### config.mk
export PLATFORM = sky130hd
export DESIGN_NAME = pipe_hazard_ctrl
export DESIGN_NICKNAME = d
export VERILOG_FILES = /design/src/rtl/pipe_pkg.sv /design/src/rtl/hazard_detect.sv /design/src/rtl/pipe_hazard_ctrl.sv
export SDC_FILE = /design/constraint.sdc
export NUM_CORES = 1
export LEC_CHECK = 0
export CAP_MARGIN = 20
export CORE_MARGIN = 4
export CORE_UTILIZATION = 45
export DETAILED_ROUTE_END_ITERATION = 8
export HOLD_SLACK_MARGIN = 0.06
export PLACE_DENSITY_LB_ADDON = 0.3
export SYNTH_ARGS = -nofsm -noshare
export SYNTH_HDL_FRONTEND = slang
export SYNTH_SLANG_ARGS = --single-unit
export TNS_END_PERCENT = 100
### constraint.sdc
create_clock -name clk -period 2.6 [get_ports clk]
set_clock_uncertainty 0.05 [all_clocks]
set_input_delay 0.65 -clock clk [delete_from_list [all_inputs] [get_ports clk]]
set_output_delay 0.65 -clock clk [all_outputs]
set_load 0.005 [all_outputs]
### src/rtl/pipe_pkg.sv
// Shared types and constants for the 5-stage core's pipeline sequencing control.
package pipe_pkg;

    typedef enum logic [1:0] {
        RUN      = 2'd0,
        MEM_WAIT = 2'd1,
        FLUSH    = 2'd2
    } state_t;

    localparam logic [3:0]  REG_ZERO  = 4'd0;
    // IF/ID flush loads this encoding so the squashed slot has no side effects
    localparam logic [15:0] NOP_INSTR = 16'h0000;

endpackage

### src/rtl/hazard_detect.sv
// Load-use comparator: flags an ID instruction that reads the register an EXE-stage load writes.
// Purely combinational; r0 never produces a hazard.
module hazard_detect
    import pipe_pkg::*;
(
    input  logic [3:0] id_rs1,
    input  logic [3:0] id_rs2,
    input  logic       id_uses_rs1,
    input  logic       id_uses_rs2,
    input  logic       ex_mem_ren,
    input  logic [3:0] ex_reg_waddr,
    output logic       load_use
);

    logic rs1_hit;
    logic rs2_hit;

    assign rs1_hit  = id_uses_rs1 && (id_rs1 == ex_reg_waddr);
    assign rs2_hit  = id_uses_rs2 && (id_rs2 == ex_reg_waddr);
    assign load_use = ex_mem_ren && (ex_reg_waddr != REG_ZERO) && (rs1_hit || rs2_hit);

endmodule

### src/rtl/pipe_hazard_ctrl.sv
// Pipeline sequencing controller: stage enables, IF/ID flush and ID/EXE bubble from
// memory waits, taken branches and load-use hazards; outputs act in the same cycle.
module pipe_hazard_ctrl
    import pipe_pkg::*;
#(
    parameter int FLUSH_CYCLES = 1,
    parameter int MEM_TIMEOUT  = 255
) (
    input  logic        clk,
    input  logic        rst,
    input  logic [3:0]  id_rs1,
    input  logic [3:0]  id_rs2,
    input  logic        id_uses_rs1,
    input  logic        id_uses_rs2,
    input  logic        ex_mem_ren,
    input  logic [3:0]  ex_reg_waddr,
    input  logic        ex_branch_taken,
    input  logic        mem_req,
    input  logic        mem_ack,
    output logic        pc_en,
    output logic        if_id_en,
    output logic        if_id_flush,
    output logic        id_exe_en,
    output logic        id_exe_bubble,
    output logic        exe_mem_en,
    output logic [15:0] stall_cycles,
    output logic        mem_err
);

    localparam logic [1:0]  FLUSH_RELOAD = 2'(FLUSH_CYCLES - 1);
    localparam logic [15:0] WAIT_LIMIT   = 16'(MEM_TIMEOUT);

    state_t      state, state_n;
    logic [1:0]  flush_cnt, flush_cnt_n;
    logic [15:0] wait_cnt, wait_cnt_n;
    logic        err_set;
    logic        load_use;
    logic        mem_stall;
    logic        timeout;
    logic        released;
    logic        frozen;

    hazard_detect u_hazard_detect (
        .id_rs1       (id_rs1),
        .id_rs2       (id_rs2),
        .id_uses_rs1  (id_uses_rs1),
        .id_uses_rs2  (id_uses_rs2),
        .ex_mem_ren   (ex_mem_ren),
        .ex_reg_waddr (ex_reg_waddr),
        .load_use     (load_use)
    );

    assign mem_stall = mem_req && !mem_ack;
    assign timeout   = (state == MEM_WAIT) && (wait_cnt >= WAIT_LIMIT);
    assign released  = (state == MEM_WAIT) && (mem_ack || timeout);
    // A pending wait starts the freeze in its first cycle; in MEM_WAIT only ack/timeout lifts it
    assign frozen    = (state == MEM_WAIT) ? !released : mem_stall;

    always_ff @(posedge clk or posedge rst) begin
        if (rst) begin
            state     <= RUN;
            flush_cnt <= 2'd0;
            wait_cnt  <= 16'd0;
            mem_err   <= 1'b0;
        end else begin
            state     <= state_n;
            flush_cnt <= flush_cnt_n;
            wait_cnt  <= wait_cnt_n;
            if (err_set) mem_err <= 1'b1;
        end
    end

    always_comb begin
        state_n     = state;
        flush_cnt_n = flush_cnt;
        wait_cnt_n  = wait_cnt;
        err_set     = 1'b0;
        if (frozen) begin
            state_n    = MEM_WAIT;
            wait_cnt_n = (state == MEM_WAIT) ? wait_cnt + 16'd1 : 16'd1;
        end else begin
            wait_cnt_n = 16'd0;
            err_set    = released && !mem_ack;
            if (ex_branch_taken) begin
                state_n     = (FLUSH_CYCLES > 1) ? FLUSH : RUN;
                flush_cnt_n = (FLUSH_CYCLES > 1) ? FLUSH_RELOAD : 2'd0;
            end else if (state == FLUSH) begin
                flush_cnt_n = flush_cnt - 2'd1;
                state_n     = (flush_cnt <= 2'd1) ? RUN : FLUSH;
            end else if (state == MEM_WAIT) begin
                state_n = (flush_cnt != 2'd0) ? FLUSH : RUN;
            end else begin
                state_n = RUN;
            end
        end
    end

    always_comb begin
        pc_en         = 1'b0;
        if_id_en      = 1'b0;
        id_exe_en     = 1'b0;
        exe_mem_en    = 1'b0;
        if_id_flush   = 1'b0;
        id_exe_bubble = 1'b0;
        if (rst) begin
            if_id_flush   = 1'b1;
            id_exe_bubble = 1'b1;
        end else if (!frozen) begin
            pc_en      = 1'b1;
            if_id_en   = 1'b1;
            id_exe_en  = 1'b1;
            exe_mem_en = 1'b1;
            if (ex_branch_taken || state == FLUSH) begin
                if_id_flush   = 1'b1;
                id_exe_bubble = 1'b1;
            end else if (load_use) begin
                pc_en         = 1'b0;
                if_id_en      = 1'b0;
                id_exe_bubble = 1'b1;
            end
        end
    end

    always_ff @(posedge clk or posedge rst) begin
        if (rst) begin
            stall_cycles <= 16'd0;
        end else if (!pc_en && stall_cycles != 16'hFFFF) begin
            stall_cycles <= stall_cycles + 16'd1;
        end
    end

endmodule

# == After elaboration in Yosys (flattened, before gate mapping) ==
# Cells that the tools add are included.
# word_totals
reg_bits,37
inputBits,20
out_inout_bits,23
# op_classes
add_sub_neg,3
magnitude_cmp,2
eq_ne,5
muxes,25
n_bitwise,1
n_reduce_logical,19
# ops
cell,count
$add 16x1->16 const B,2
$mux 16,2
$ge 16x8->1 const B,1
$mux 2,8
$ne 16x16->1 const B,1
$mux 1,15
$logic_and 1x1->1,9
$eq 4x4->1,2
$reduce_bool 2->1,2
$reduce_bool 4->1,1
$logic_not 1->1,3
$logic_or 1x1->1,3
$eq 2x1->1 const B,1
$eq 2x2->1 const B,1
$le 2x1->1 const B,1
$reduce_and 2->1,1
$sub 2x1->2 const B,1
$not 1->1,1

# == Longest topological paths before layout ==
# depth
word_depth,10
depth_mapped,8

# == Modules after synthesis ==
# Synthesis repeated with hierarchy kept, for this count alone.
# unflattened
hier_cells,172
hier_area_um2,1835.5
# by_module_without_submodules
module,n_inst,cells_each,area_per_inst_um2,seq_area_each_um2
pipe_hazard_ctrl,1,158,1731.7,925.9
hazard_detect,1,14,103.8,0.0

# == Least setup slack after synthesis ==
# OpenSTA, ideal clock, no wires.
# synth_timing
path_type,input -> output
start,input port ex_reg_waddr[0]
end,output port pc_en
arrival_time_ns,2.013
path_slack_ns,-0.113
stages,7
path_buffers,2
path_cell_list,o41a_1 nand3_1 nor4_1 o21ai_2 buf_4 and2_1 buf_4
# synth_between
elab_chain_cells,8
elab_cells_between_ends,12
# synth_lines
element,line,source
"start, declared",pipe_hazard_ctrl.sv:16,"input logic [3:0] ex_reg_waddr,"
$eq 4x4->1 (on tied branches),"hazard_detect.sv:18, hazard_detect.sv:19",
$logic_and 1x1->1 (on tied branches),"hazard_detect.sv:18, hazard_detect.sv:19",
$logic_or 1x1->1,hazard_detect.sv:20,assign load_use = ex_mem_ren && (ex_reg_waddr != REG_ZERO) && (rs1_hit || rs2_hit);
$logic_and 1x1->1 *,hazard_detect.sv:20,
$mux 1 * (4 in a row),--,
"end, declared",pipe_hazard_ctrl.sv:20,"output logic pc_en,"
# Every way passes the cells marked *; elsewhere a longest branch is shown, timed or not.

# == Worst setup path in the final report ==
# layout_timing
start,input port ex_reg_waddr[2]
end,output port if_id_en
# layout_between
elab_chain_cells,8
elab_cells_between_ends,12
# layout_lines
element,line,source
$eq 4x4->1 (on tied branches),"hazard_detect.sv:18, hazard_detect.sv:19",
$logic_and 1x1->1 (on tied branches),"hazard_detect.sv:18, hazard_detect.sv:19",
$logic_or 1x1->1,hazard_detect.sv:20,
$logic_and 1x1->1 *,hazard_detect.sv:20,
$mux 1 *,pipe_hazard_ctrl.sv:116,end else if (load_use) begin
$mux 1 *,pipe_hazard_ctrl.sv:113,if (ex_branch_taken || state == FLUSH) begin
$mux 1 *,pipe_hazard_ctrl.sv:108,end else if (!frozen) begin
$mux 1 *,pipe_hazard_ctrl.sv:105,if (rst) begin
"end, declared",pipe_hazard_ctrl.sv:21,"output logic if_id_en,"
# Marked as above.

==> key figures <==
Yosys
  • Ys Warns: 0
  • Synth area leaders: dfrtp_1 (48%), xor2_1 (10%), a211oi_2 (5.2%)
  • Sequential share of the synthesized area: 48.3%
  • Synth area leader: dfrtp_1
  • Mapped cell area: 1920 um2
  • Post-synthesis cell count: roughly 170
  • Count of cell types in the netlist: 40
  • Flops & latches, synth: 37
  • Top cell type's share of synthesized area: between 40% and 50%
  • Syn Area/Cell: 11.2 um2

Route
  • DRT iter0 DRCs: 38
  • Met3 wire length: 146 um
  • Drt wl/cell: 14.4 um
  • Max layer used: met4
  • Routed length on met1: 1780 um
  • Vias: between 1.5k and 2k
  • TritonRoute pass-1 iters: 4
  • Vias per cell: 5.08
  • Drc violations: 0
  • DRT Wirelength: 4300 um
  • Final ANT Viol Nets: 0
  • Met2 WL: about 2300 um

Clock tree
  • Hold_buf cts: 0
  • Root buf cell: clkbuf_8
  • Clock buffer depth: 2
  • Clk slew on worst S/H paths: 0.07 ns
  • Clock sinks: 37
  • Clock latency on the worst-skew pair: between 0.2 and 0.3 ns
  • CTS tree: built
  • TritonCTS Buffers: 5
  • Depth of the CTS H-tree: 2

GRT
  • GR Util All Layers: 18.2%
  • Antenna violations before repair: 0
  • Vias in the first global route: 1,596
  • Largest net degree at the start of global routing: 38
  • Grt ovf: 0
  • First-pass GRT wire length: between 7000 and 8000 um

Power
  • VDD IR max: 0.483 mV
  • P_int: between 1 and 1.5 mW
  • PD cells: 634 nW/um2
  • Clock power frac: between 20% and 30%
  • Switch Pwr: between 0.5 and 0.6 mW
  • Pleak: 1.15 nW
  • Comb power frac: 27.0%
  • Net Sw Frac: around 30%
  • Reg power frac: 44.8%

Run status
  • Status: complete, but fails checks
  • Failing checks: negative setup slack

Run
  • Maxcap violations: 0

Floorplanning
  • DIE WIDTH: 73.3 um
  • Total die area: 5370 um2
  • Core area: between 4000 and 5000 um2
  • Num rows: 23
  • Chip Height: between 70 and 80 um
  • I/O pins: 43
  • Starting density of the core: 47.3%

Setup path
  • CP required: 1.90 ns
  • CP endpoint kind: primary output
  • Setup CP Type: in -> out
  • Max FO, Critical Path: 2
  • Critical path startpoint category: input port
  • Crit path DAT: 1.95 ns

Cells and area
  • Final nets: 271
  • Layout cell share with drive strength beyond 1: 31.9%
  • Fillers: ~300
  • # diodes: 0
  • Synth-to-Final Area Change: 46.0%
  • Design Area, Final: 2800 um2
  • Commonest non-fill, non-tap cell in the layout: dfrtp_1
  • Most frequent cells in the layout: dfrtp_1 (37), buf_4 (24), clkdlybuf4s50_1 (20)

Timing
  • Setup TNS after final layout: -0.109 ns
  • RSZ-0062 raised after global routing: true
  • Worst setup margin: -0.0477 ns
  • Hold_ws: 0.423 ns
  • Final period util: 102%
  • Minimum clock period: 2.65 ns
  • Final setup vio count: 3
  • Max Freq: 0.378 GHz
  • Hold Vio Cnt, Final: 0
  • Final Max Slew Viols: 0

Placed design
  • RePlAce Congestion: roughly 0.77
  • Buffers on Ports: 42
  • DP HPWL: 3020 um
  • Worst slack, placed: -0.705 ns
  • Placed Area: around 2500 um2

Min path
  • Hold Path Class: reg -> reg
## path summary, 6_finish.rpt
path | startpoint | end | slack [ns] | cells past startpoint
worst max-delay path | ex_reg_waddr[2] | if_id_en | -0.05 | 8
worst min-delay path | mem_err$_DFFE_PP0P_ | mem_err$_DFFE_PP0P_ | 0.42 | 1
worst max register to register | wait_cnt[1]$_DFF_PP0_ | stall_cycles[1]$_DFFE_PP0P_ | 0.31 | 10
worst min register to register | mem_err$_DFFE_PP0P_ | mem_err$_DFFE_PP0P_ | 0.42 | 1
max in group asynchronous | rst | stall_cycles[14]$_DFFE_PP0P_ | 1.32 | 3
min in group asynchronous | rst | wait_cnt[2]$_DFF_PP0_ | 0.83 | 3
## flip-flops by register name, summed over array words and instances (netlist names)
name and cells:
state 2, wait_cnt 16, stall_cycles 16, mem_err 1, flush_cnt 2
## repair_timing
item / in CTS / in global routing
pin swaps: 15 / 3
setup buffers: 6 / 2
gates resized for setup: 79 / 4
setup endpoints to repair: 10 / 6
## power groups by stage
stage | logic (mW) | clock network [mW] | registers [mW]
after floorplan | 0.191 | 0 | 0.793
after global placement | 0.456 | 0 | 0.807
after detailed placement | 0.465 | 0 | 0.809
after CTS | 0.486 | 0.512 | 0.799
after global routing | 0.529 | 0.533 | 0.820
final | 0.480 | 0.499 | 0.797
## final cells by class
cell class	instances	area, um2	area share (%)
Sequential cell	37	926	33.1
Inverter	9	37.5	1.34
Multi-Input combinational cell	127	1060	37.9
Clock buffer	5	68.8	2.46
Tap cell	50	62.6	2.23
Clock inverter	3	46.3	1.65
Timing Repair Buffer	67	598	21.4
## stage by stage
step / utilization, % / instances / power (mW)
2_1_floorplan: - / 179 / 0.984
3_3_place_gp: 61.9 / 282 / 1.26
3_5_place_dp: 61.9 / 282 / 1.27
4_1_cts: 68.6 / 296 / 1.80
5_1_grt: 69.0 / 298 / 1.88
6_report: 69.0 / 298 / 1.78
## logic make-up (layout without fill, tap and decap cells)
family,Yosys count,in the layout,synth area share [%]
simple gates,58,58,16.8
fa+ha+maj,4,4,2.61
mux,1,1,0.587
xor+xnor,29,29,13.2
buf+inv,15,84,4.11
compound gates,27,27,14.2
other cells,1,8,0.196
flops,37,37,48.3
## synthesized netlist by cell type, drive strengths merged
cell	number
dfrtp	37
xor2	22
nor2	16
nand3	12
a211oi	11
inv	9
nand2	8
xnor2	7
buf	5
nand4	5
o21ai	5
ha	4
nor3	4
a2111oi	3
nand2b	3
nor4	3
a21oi	2
and2	1
and3	1
and4	1
clkbuf	1
conb	1
mux2	1
nand3b	1
nor2b	1
o21a	1
o21bai	1
o31ai	1
o32a	1
o41a	1
o41ai	1
or3	1
or4	1
## worst max-delay path, cell delays in order
cell and delay (ns):
buf_8 0.10, o41a_1 0.46, nand3_2 0.11, nor4_4 0.05, buf_4 0.14, o21ai_4 0.16
and2_4 0.17, buf_6 0.09
## layer usage
metal | track usage, % | vias to the layer above
li1 | - | 737
met1 | 21.8 | 743
met2 | 32.0 | 27
met3 | 4.65 | 7
met4 | 5.74 | 0
met5 | 0 | -
(Power assumes the default switching activity.)
